<file path="src/rtl/dram_port_arbiter_if.sv">
// Request/grant bundle between the fetch and writeback stages,
// the arbiter and the single-port data RAM macro.
interface dram_port_arbiter_if #(
  parameter int A_WIDTH = 12,
  parameter int D_WIDTH = 8
);
  logic               f_ce;
  logic [A_WIDTH-1:0] f_a;
  logic [D_WIDTH-1:0] f_d;
  logic               f_stall;
  logic               w_we;
  logic [A_WIDTH-1:0] w_a;
  logic [D_WIDTH-1:0] w_d;
  logic               w_stall;
  logic               m_ce;
  logic               m_we;
  logic [A_WIDTH-1:0] m_a;
  logic [D_WIDTH-1:0] m_wd;
  logic [D_WIDTH-1:0] m_rd;

  modport master (
    output f_ce, f_a, w_we, w_a, w_d, m_rd,
    input  f_d, f_stall, w_stall,
    input  m_ce, m_we, m_a, m_wd
  );

  modport slave (
    input  f_ce, f_a, w_we, w_a, w_d, m_rd,
    output f_d, f_stall, w_stall,
    output m_ce, m_we, m_a, m_wd
  );
endinterface

</file>
<file path="src/rtl/dram_port_arbiter.sv">
// Data RAM port arbiter: fetch reads vs writeback writes,
// alternating priority on conflicts, zero-fill sweep after reset.
module dram_port_arbiter #(
  parameter int A_WIDTH        = 12,
  parameter int D_WIDTH        = 8,
  parameter bit CLEAR_ON_RESET = 1'b1
) (
  input  logic               clk,
  input  logic               reset,
  dram_port_arbiter_if.slave bus,
  output logic               ready
);

  typedef enum logic {
    S_CLEAR,
    S_RUN
  } state_t;

  state_t             state;
  state_t             state_nxt;
  logic [A_WIDTH-1:0] clr_ptr;
  logic               fetch_owed;
  logic               owed_nxt;
  logic               both;
  logic               same;

  assign both = bus.f_ce && bus.w_we;
  assign same = (bus.f_a == bus.w_a);

  always_ff @(posedge clk) begin
    if (reset) begin
      state      <= CLEAR_ON_RESET ? S_CLEAR : S_RUN;
      clr_ptr    <= '0;
      fetch_owed <= 1'b0;
      ready      <= 1'b0;
    end else begin
      state      <= state_nxt;
      fetch_owed <= owed_nxt;
      ready      <= (state_nxt == S_RUN);
      if (state == S_CLEAR)
        clr_ptr <= clr_ptr + 1'b1;
    end
  end

  always_comb begin
    state_nxt   = state;
    owed_nxt    = fetch_owed;
    bus.m_ce    = 1'b0;
    bus.m_we    = 1'b0;
    bus.m_a     = bus.f_a;
    bus.m_wd    = '0;
    bus.f_d     = '0;
    bus.f_stall = 1'b0;
    bus.w_stall = 1'b0;
    priority case (1'b1)
      reset: begin
        bus.f_stall = 1'b1;
        bus.w_stall = 1'b1;
      end
      (state == S_CLEAR): begin
        bus.m_ce    = 1'b1;
        bus.m_we    = 1'b1;
        bus.m_a     = clr_ptr;
        bus.f_stall = 1'b1;
        bus.w_stall = 1'b1;
        if (&clr_ptr)
          state_nxt = S_RUN;
      end
      // same-address collision: write wins, read is forwarded
      (both && same): begin
        bus.m_ce = 1'b1;
        bus.m_we = 1'b1;
        bus.m_a  = bus.w_a;
        bus.m_wd = bus.w_d;
        bus.f_d  = bus.w_d;
        owed_nxt = 1'b0;
      end
      (both && !fetch_owed): begin
        bus.m_ce    = 1'b1;
        bus.m_we    = 1'b1;
        bus.m_a     = bus.w_a;
        bus.m_wd    = bus.w_d;
        bus.f_stall = 1'b1;
        owed_nxt    = 1'b1;
      end
      both: begin
        bus.m_ce    = 1'b1;
        bus.f_d     = bus.m_rd;
        bus.w_stall = 1'b1;
        owed_nxt    = 1'b0;
      end
      bus.w_we: begin
        bus.m_ce = 1'b1;
        bus.m_we = 1'b1;
        bus.m_a  = bus.w_a;
        bus.m_wd = bus.w_d;
      end
      bus.f_ce: begin
        bus.m_ce = 1'b1;
        bus.f_d  = bus.m_rd;
        owed_nxt = 1'b0;
      end
      default: ;
    endcase
  end

endmodule

</file>
<file path="src/flat_wrapper.sv">
// flat-port wrapper written by rule: the top's interface ports become plain ports
module dram_port_arbiter_flat 
#(
  parameter int A_WIDTH        = 12,
  parameter int D_WIDTH        = 8,
  parameter bit CLEAR_ON_RESET = 1'b1
)
  (clk, reset, ready, bus_f_ce, bus_f_a, bus_w_we, bus_w_a, bus_w_d, bus_m_rd, bus_f_d, bus_f_stall, bus_w_stall, bus_m_ce, bus_m_we, bus_m_a, bus_m_wd);
  dram_port_arbiter_if #(.A_WIDTH(A_WIDTH), .D_WIDTH(D_WIDTH)) bus_i ();
  input  logic clk;
  input  logic reset;
  output logic ready;
  input wire logic [$bits(bus_i.f_ce)-1:0] bus_f_ce;
  input wire logic [$bits(bus_i.f_a)-1:0] bus_f_a;
  input wire logic [$bits(bus_i.w_we)-1:0] bus_w_we;
  input wire logic [$bits(bus_i.w_a)-1:0] bus_w_a;
  input wire logic [$bits(bus_i.w_d)-1:0] bus_w_d;
  input wire logic [$bits(bus_i.m_rd)-1:0] bus_m_rd;
  output wire logic [$bits(bus_i.f_d)-1:0] bus_f_d;
  output wire logic [$bits(bus_i.f_stall)-1:0] bus_f_stall;
  output wire logic [$bits(bus_i.w_stall)-1:0] bus_w_stall;
  output wire logic [$bits(bus_i.m_ce)-1:0] bus_m_ce;
  output wire logic [$bits(bus_i.m_we)-1:0] bus_m_we;
  output wire logic [$bits(bus_i.m_a)-1:0] bus_m_a;
  output wire logic [$bits(bus_i.m_wd)-1:0] bus_m_wd;
  assign bus_i.f_ce = bus_f_ce;
  assign bus_i.f_a = bus_f_a;
  assign bus_i.w_we = bus_w_we;
  assign bus_i.w_a = bus_w_a;
  assign bus_i.w_d = bus_w_d;
  assign bus_i.m_rd = bus_m_rd;
  assign bus_f_d = bus_i.f_d;
  assign bus_f_stall = bus_i.f_stall;
  assign bus_w_stall = bus_i.w_stall;
  assign bus_m_ce = bus_i.m_ce;
  assign bus_m_we = bus_i.m_we;
  assign bus_m_a = bus_i.m_a;
  assign bus_m_wd = bus_i.m_wd;
  dram_port_arbiter #(.A_WIDTH(A_WIDTH), .D_WIDTH(D_WIDTH), .CLEAR_ON_RESET(CLEAR_ON_RESET)) u_core (.clk(clk), .reset(reset), .bus(bus_i), .ready(ready));
endmodule
</file>
<file path="config.mk">
export PLATFORM = sky130hd
export DESIGN_NAME = dram_port_arbiter_flat
export DESIGN_NICKNAME = d
export VERILOG_FILES = /design/src/rtl/dram_port_arbiter_if.sv /design/src/rtl/dram_port_arbiter.sv /design/src/flat_wrapper.sv
export SDC_FILE = /design/constraint.sdc
export NUM_CORES = 1
export LEC_CHECK = 0
export ABC_AREA = 1
export CORE_MARGIN = 2
export CORE_UTILIZATION = 40
export DETAILED_ROUTE_END_ITERATION = 6
export HOLD_SLACK_MARGIN = 0.1
export PLACE_DENSITY = 0.84
export SYNTH_ARGS = -nofsm -noshare
export SYNTH_HDL_FRONTEND = slang
export SYNTH_SLANG_ARGS = --single-unit
</file>
<file path="constraint.sdc">
create_clock -name clk -period 1.2 [get_ports clk]
set_input_delay 0.12 -clock clk [delete_from_list [all_inputs] [get_ports clk]]
set_output_delay 0.12 -clock clk [all_outputs]
set_load 0.01 [all_outputs]
</file>
==> results of run 1 <==
## routing by layer
metal  track usage  wire (µm)  vias to the layer above
met5             0          0                        -
met4        0.1770       1068                        0
met3       0.05110       1066                      118
met2        0.5826       5529                      299
met1        0.3726       4082                     1621
li1              -          -                     1521
## power by group
group	leakage (nW)	internal (mW)	total [mW]	switching, mW
logic	1.81	0.477	1.08	0.599
clock network	0.0216	0.224	0.417	0.193
registers	0.117	0.472	0.484	0.0124
## worst register-to-register path, cell delays in order, from the launching register on
cell     delay, ps
dfxtp_4        360
inv_4           80
buf_8          130
nand2_4         70
buf_6          120
nor3_4         260
nand2_2        120
inv_4           80
nand3_2         60
o211a_1        110
## cell families after synthesis
| kind of cell | count (synthesis) | share of synthesized area |
|---|---|---|
| adders and majority gates | 1 | 0.006569 |
| buffers and inverters | 57 | 0.1202 |
| and+or+nand+nor | 216 | 0.4750 |
| xor gates and xnor gates | 6 | 0.02760 |
| AOI/OAI and AO/OA | 82 | 0.2234 |
| DFF | 14 | 0.1472 |
## metrics by stage
step / setup WS (ps) / hold WS [ps] / setup TNS, ps / util / std cells
finish: -537.5 / 409.4 / -12520 / 0.8553 / 587
global route: -530.6 / 433.0 / -13610 / 0.8553 / 587
CTS: -313.5 / 451.9 / -7650 / 0.7667 / 580
detailed placement: -1201 / 547.8 / -37180 / 0.6921 / 556
global placement: -1131 / 521.7 / -35620 / 0.6921 / 556
floorplan: -107.9 / 315.9 / -1106 / - / 376
## area by class of cell
class	count	area (µm²)
fillers	257	674.4
repair buffers	169	1429
flip-flops and latches	14	291.5
multi-input cells	306	1981
inverters	41	176.4
clock buffers	3	41.29
well taps	54	67.56
## worst min path at each step
stage                   endpoint  slack, ps  cells after the start               from
6_report       u_core.fetch_owed        410                      6           bus_w_we
5_1_grt        u_core.fetch_owed        430                      6           bus_w_we
4_1_cts        u_core.fetch_owed        450                      5           bus_f_ce
3_5_place_dp   u_core.clr_ptr[4]        550                      2  u_core.clr_ptr[4]
3_3_place_gp   u_core.clr_ptr[4]        520                      2  u_core.clr_ptr[4]
2_1_floorplan  u_core.clr_ptr[5]        320                      3              reset
## flip-flops by register name, summed over array words and instances, names as in the netlist
signal             count
u_core.fetch_owed      1
u_core.clr_ptr        12
u_core.state           1
## cells in the mapped netlist
| cell type | n |
|---|---|
| o21ai_1 | 17 |
| o211a_1 | 1 |
| xnor2_1 | 6 |
| buf_2 | 1 |
| dfxtp_1 | 14 |
| nor2_8 | 1 |
| inv_4 | 1 |
| and2_1 | 1 |
| o41ai_1 | 1 |
| buf_6 | 1 |
| o211ai_1 | 1 |
| nor3_1 | 5 |
| nor2_1 | 47 |
| buf_4 | 1 |
| nand2_2 | 4 |
| nand3b_1 | 7 |
| a21oi_2 | 1 |
| nand4_1 | 2 |
| inv_1 | 32 |
| clkinv_1 | 2 |
| clkbuf_1 | 13 |
| nand2_4 | 1 |
| nand3_1 | 12 |
| ha_1 | 1 |
| a21oi_1 | 33 |
| and3_1 | 1 |
| inv_2 | 6 |
| nand2_1 | 134 |
| nor2_2 | 1 |
| o21ai_0 | 28 |
## cells in the final DEF, fill, tap and decap left out, types with 2 or more instances in the layout
cell / n
xnor2_2: 3
nor2_2: 14
o21ai_1: 10
inv_4: 5
inv_1: 14
a21oi_1: 21
nor2_4: 13
nand2_4: 18
o21ai_2: 9
xnor2_1: 2
nand2_2: 34
dfxtp_2: 6
o21ai_0: 25
nand3b_1: 7
buf_2: 32
buf_4: 76
inv_6: 2
clkbuf_8: 3
nand3_1: 6
a21oi_2: 12
dlygate4sd2_1: 2
nor2_1: 21
nor3_1: 4
inv_2: 20
buf_12: 2
nand2_8: 3
dfxtp_1: 7
nand2_1: 85
nand3_2: 6
buf_8: 6
clkdlybuf4s50_1: 16
buf_6: 34
nand4_1: 2
## timing repair
action	4_1_cts	5_1_grt
resized for setup	360	104
gates cloned	3	0
setup endpoints to repair	43	42
pin swaps	40	49
setup buffers	20	8
endpoints found under the hold margin	0	0
==> flow_summary.yaml, run 1 <==
grt:
  first_global_vias: 3116
  grt_usage: 0.3284
  grt_overflow_total: 0
  antenna_found_initial: 0
  grt_pass1_wl_mm: 13.81
  grt_max_degree: 27
logic_synthesis:
  seq_area_frac_synth: 0.1472
  synth-seq-cells: 14
  yosysTopAreaCellShare: 0.2641
  synth_area_leaders: "nand2_1 26%, dfxtp_1 15%, nor2_1 9.3%, a21oi_1 8.7%, o21ai_0 7.4%"
  synthCells: 376
  synth.distinct_cells: 30
  avgSynthCellArea_um2: 5.065
  yosysWarnings: 0
  yosys.area.top_type: "nand2_1"
  syn-num-nets: 421
  syn_area_um2: 1904
worst_setup_path:
  critical_path.top_delay_family: "simple AND/OR/NAND/NOR gates"
  r2r_slack_ps: -290
  cp.arrival_ps: 1620
  r2r_cells: 9
  path_class: "input port to output port"
  crit_required_ps: 1080
  critical_path.endpoint: "bus_f_d[5]"
  rr_startpoint: "u_core.state"
  crit_fanout: 5
  path_buf_inv: 4
  critPathLaunchType: "input port"
  path_cells: "buf_8 > inv_2 > o21ai_2 > nor2_2 > nand2_2 > nor2_4 > nand2_8 > buf_6 > nand2_4 > nand2_2 > nor2_2 > buf_2"
  cp_num_cells: 12
  cp-end-kind: "output port"
  rr_endpoint: "u_core.clr_ptr[9]"
  cp-startpoint: "bus_w_a[9]"
  cp_slowest_cell: "nor2_4"
  max_stage_delay_ps: 230
floorplan:
  die_w_um: 73
  die_area_um2: 5329
  coreArea_um2: 4661
  die_h_um: 73
  rows: 25
  ios: 77
  initial_utilization: 0.4086
finish:
  n_antenna_cell: 0
  drive_above_1_share: 0.5760
  final_cell_area_um2: 3986
  num-nets-final: 580
  synthToLayoutAreaGrowth_pct: 109.3
timing:
  slew_viol_final: 0
  relSlewSlack: 0.7496
  rsz0062_at_grt: "yes"
  finalCritPeriodShare: 1.448
  period_minus_slack_ps: 1738
  finClkSkew_ps: 6.499
  hold_viol_final: 0
  setup_violations: 38
  max_freq_ghz: 0.5755
  worstMarginPinSlew_ps: 371.6
  setup_slack_ps: -537.5
place:
  io_buffer_count: 76
  dp_hpwl_mm: 5.567
  finalWeightedCongestion: 0.8613
  placed_area_um2: 3226
clock_tree:
  cts_made_buffers: 3
  cts_root_buf: "clkbuf_8"
  clk_path_buf_depth: 2
  clk_latency_ps: 260
  htreeDepth: 1
  clock-sinks: 14
  path_clk_slew_ps: 60
  cts_hold_buf: 0
  cts_tree: "yes"
status:
  status: "finished with violations"
  violations: "negative setup slack"
routing:
  viasPerCell: 6.063
  vias: 3559
  route.detailed.drc: 0
  firstDrtPassIters: 5
  routed_wl_mm: 11.75
  post_drt_wl_per_cell_um: 20.01
  dr.first_iter.drc_count: 392
  ant_nets: 0
pwr:
  power_leakage_nw: 1.947
  peakVddDrop_mv: 0.6419
  powerDensity_nw_per_um2: 495.8
  power_mw: 1.976
min_path:
  hold_class: "input port to register"
run:
  drv_cap: 0
(Power assumes the default switching activity.)
==> run 2, diff against run 1 <==
--- a/config.mk
+++ b/config.mk
@@ -6,6 +6,7 @@
 export NUM_CORES = 1
 export LEC_CHECK = 0
 export ABC_AREA = 1
+export CORE_ASPECT_RATIO = 1.1
 export CORE_MARGIN = 2
 export CORE_UTILIZATION = 40
 export DETAILED_ROUTE_END_ITERATION = 6
==> flow_summary.yaml, run 2 (synthesis results as in run 1) <==
finish:
  n_antenna_cell: 0
  drive_above_1_share: 0.5749
  largest_reg_flops: 12
  final_cell_mix: "83 x nand2_1, 71 x buf_4, 42 x buf_2"
  final_cell_area_um2: 3939
  top_regs: "u_core.clr_ptr (12), u_core.fetch_owed (1), u_core.state (1)"
  largest_register: "u_core.clr_ptr"
  utilization: 0.8527
  synthToLayoutAreaGrowth_pct: 106.8
  num-nets-final: 581
  final_common_cell: "nand2_1"
place:
  io_buffer_count: 76
  placed_area_um2: 3273
  finalWeightedCongestion: 0.8967
  post-place-ws_ps: -1205
  dp_hpwl_mm: 5.740
floorplan:
  die_h_um: 76.37
  die_w_um: 69.79
  coreArea_um2: 4619
  ios: 77
  die_area_um2: 5329
  initial_utilization: 0.4122
  rows: 26
min_path:
  hold_class: "input port to register"
  worst_hold_startpoint: "bus_f_ce"
timing:
  max_freq_ghz: 0.6307
  finClkSkew_ps: 7.205
  setup_slack_ps: -385.5
  hold_viol_final: 0
  relSlewSlack: 0.7904
  finalCritPeriodShare: 1.321
  setup_violations: 43
  slew_viol_final: 0
  worstMarginPinSlew_ps: 311.0
  rsz0062_at_grt: "yes"
  period_minus_slack_ps: 1586
status:
  status: "finished with violations"
  violations: "negative setup slack"
worst_setup_path:
  rr_endpoint: "u_core.clr_ptr[5]"
  cp.arrival_ps: 1470
  cp-end-kind: "output port"
  critPathLaunchType: "register"
  crit_required_ps: 1080
  crit_fanout: 6
  rr_startpoint: "u_core.state"
  path_class: "register to output port"
  r2r_slack_ps: -270
  cp-startpoint: "u_core.fetch_owed"
  critical_path.endpoint: "bus_m_a[10]"
  r2r_cells: 8
clock_tree:
  cts_tree: "yes"
  cts_made_buffers: 3
  clk_path_buf_depth: 2
  htreeDepth: 1
  clk_latency_ps: 260
  path_clk_slew_ps: 60
  clock-sinks: 14
  cts_root_buf: "clkbuf_8"
grt:
  grt_pass1_wl_mm: 14.69
  grt_overflow_total: 0
  grt_max_degree: 25
  antenna_found_initial: 0
  grt_usage: 0.3378
  first_global_vias: 3176
routing:
  vias: 3693
  ant_nets: 0
  route.detailed.drc: 0
  viasPerCell: 6.259
  post_drt_wl_per_cell_um: 19.91
  dr.first_iter.drc_count: 483
  routed_wl_mm: 11.74
  firstDrtPassIters: 5
pwr:
  powerDensity_nw_per_um2: 491.5
  peakVddDrop_mv: 0.8648
  power_leakage_nw: 1.960
run:
  drv_cap: 0
==> run 2: changes by cell type in the layout (fill, tap and decap cells not counted), moves of 3 or more <==
cell	before	now
buf_2	32	42
nor2_4	13	4
o21ai_0	25	18
nor2_1	21	27
buf_4	76	71
inv_2	20	16
inv_4	5	9
o21ai_1	10	14
nand2_2	34	37
nor2_2	14	17
nor3_1	4	1
o21ai_2	9	12
xnor2_1	2	5
==> run 2: critical path, cell delays in order (launching register included) <==
cell and delay (ps):
dfxtp_2 360, inv_2 60, nand2_4 110, buf_6 140
nand2_1 60, o21ai_1 90, nand2_1 90, a21oi_1 150
buf_2 150
==> run 2: where the power goes <==
part           total [mW]  switching [mW]  internal, mW  leakage [nW]
Sequential          0.485          0.0121         0.473         0.116
Combinational        1.03           0.563         0.470          1.82
Clock               0.418           0.194         0.224        0.0216
Total                1.94           0.769          1.17          1.96
==> run 2: cell type report <==
type | instances | area [µm²]
timing repair buffer | 171 | 1425
clock buffer | 3 | 41.29
multi-input combinational | 305 | 1926
tap | 56 | 70.07
fill | 240 | 680.7
inverter | 41 | 186.4
sequential | 14 | 290.3
==> run 2: what timing repair did <==
item                                   CTS  global route
resized for setup                      360            98
setup endpoints to repair               45            42
hold buffers                             0             0
cloned                                   3             0
pin swaps                               48            50
buffers inserted                        15            11
endpoints found under the hold margin    0             0
==> run 2: worst min path at each step <==
stage                         end  cells after the start
2_1_floorplan   u_core.clr_ptr[5]                      3
5_1_grt         u_core.fetch_owed                      5
3_3_place_gp    u_core.clr_ptr[7]                      2
3_5_place_dp   u_core.clr_ptr[10]                      3
4_1_cts         u_core.fetch_owed                      5
6_report        u_core.fetch_owed                      5
==> run 2: routing by layer <==
| layer | up-vias | track usage | share of wire |
|---|---|---|---|
| met5 | - | 0 | 0 |
| met4 | 0 | 0.1808 | 0.081 |
| met3 | 118 | 0.04365 | 0.11 |
| met2 | 369 | 0.6229 | 0.48 |
| met1 | 1687 | 0.3685 | 0.33 |
| li1 | 1519 | - | - |
==> run 2: stage by stage <==
stage | std cells | total power [mW] | setup TNS (ps) | hold slack, ps
detailed placement | 559 | 1.265 | -36930 | 563.6
finish | 590 | 1.936 | -11370 | 475.9
global placement | 559 | 1.242 | -34480 | 547.1
global route | 590 | 2.017 | -13230 | 526.4
floorplan | 376 | 0.8516 | -1106 | 315.9
CTS | 579 | 1.715 | -6781 | 436.8
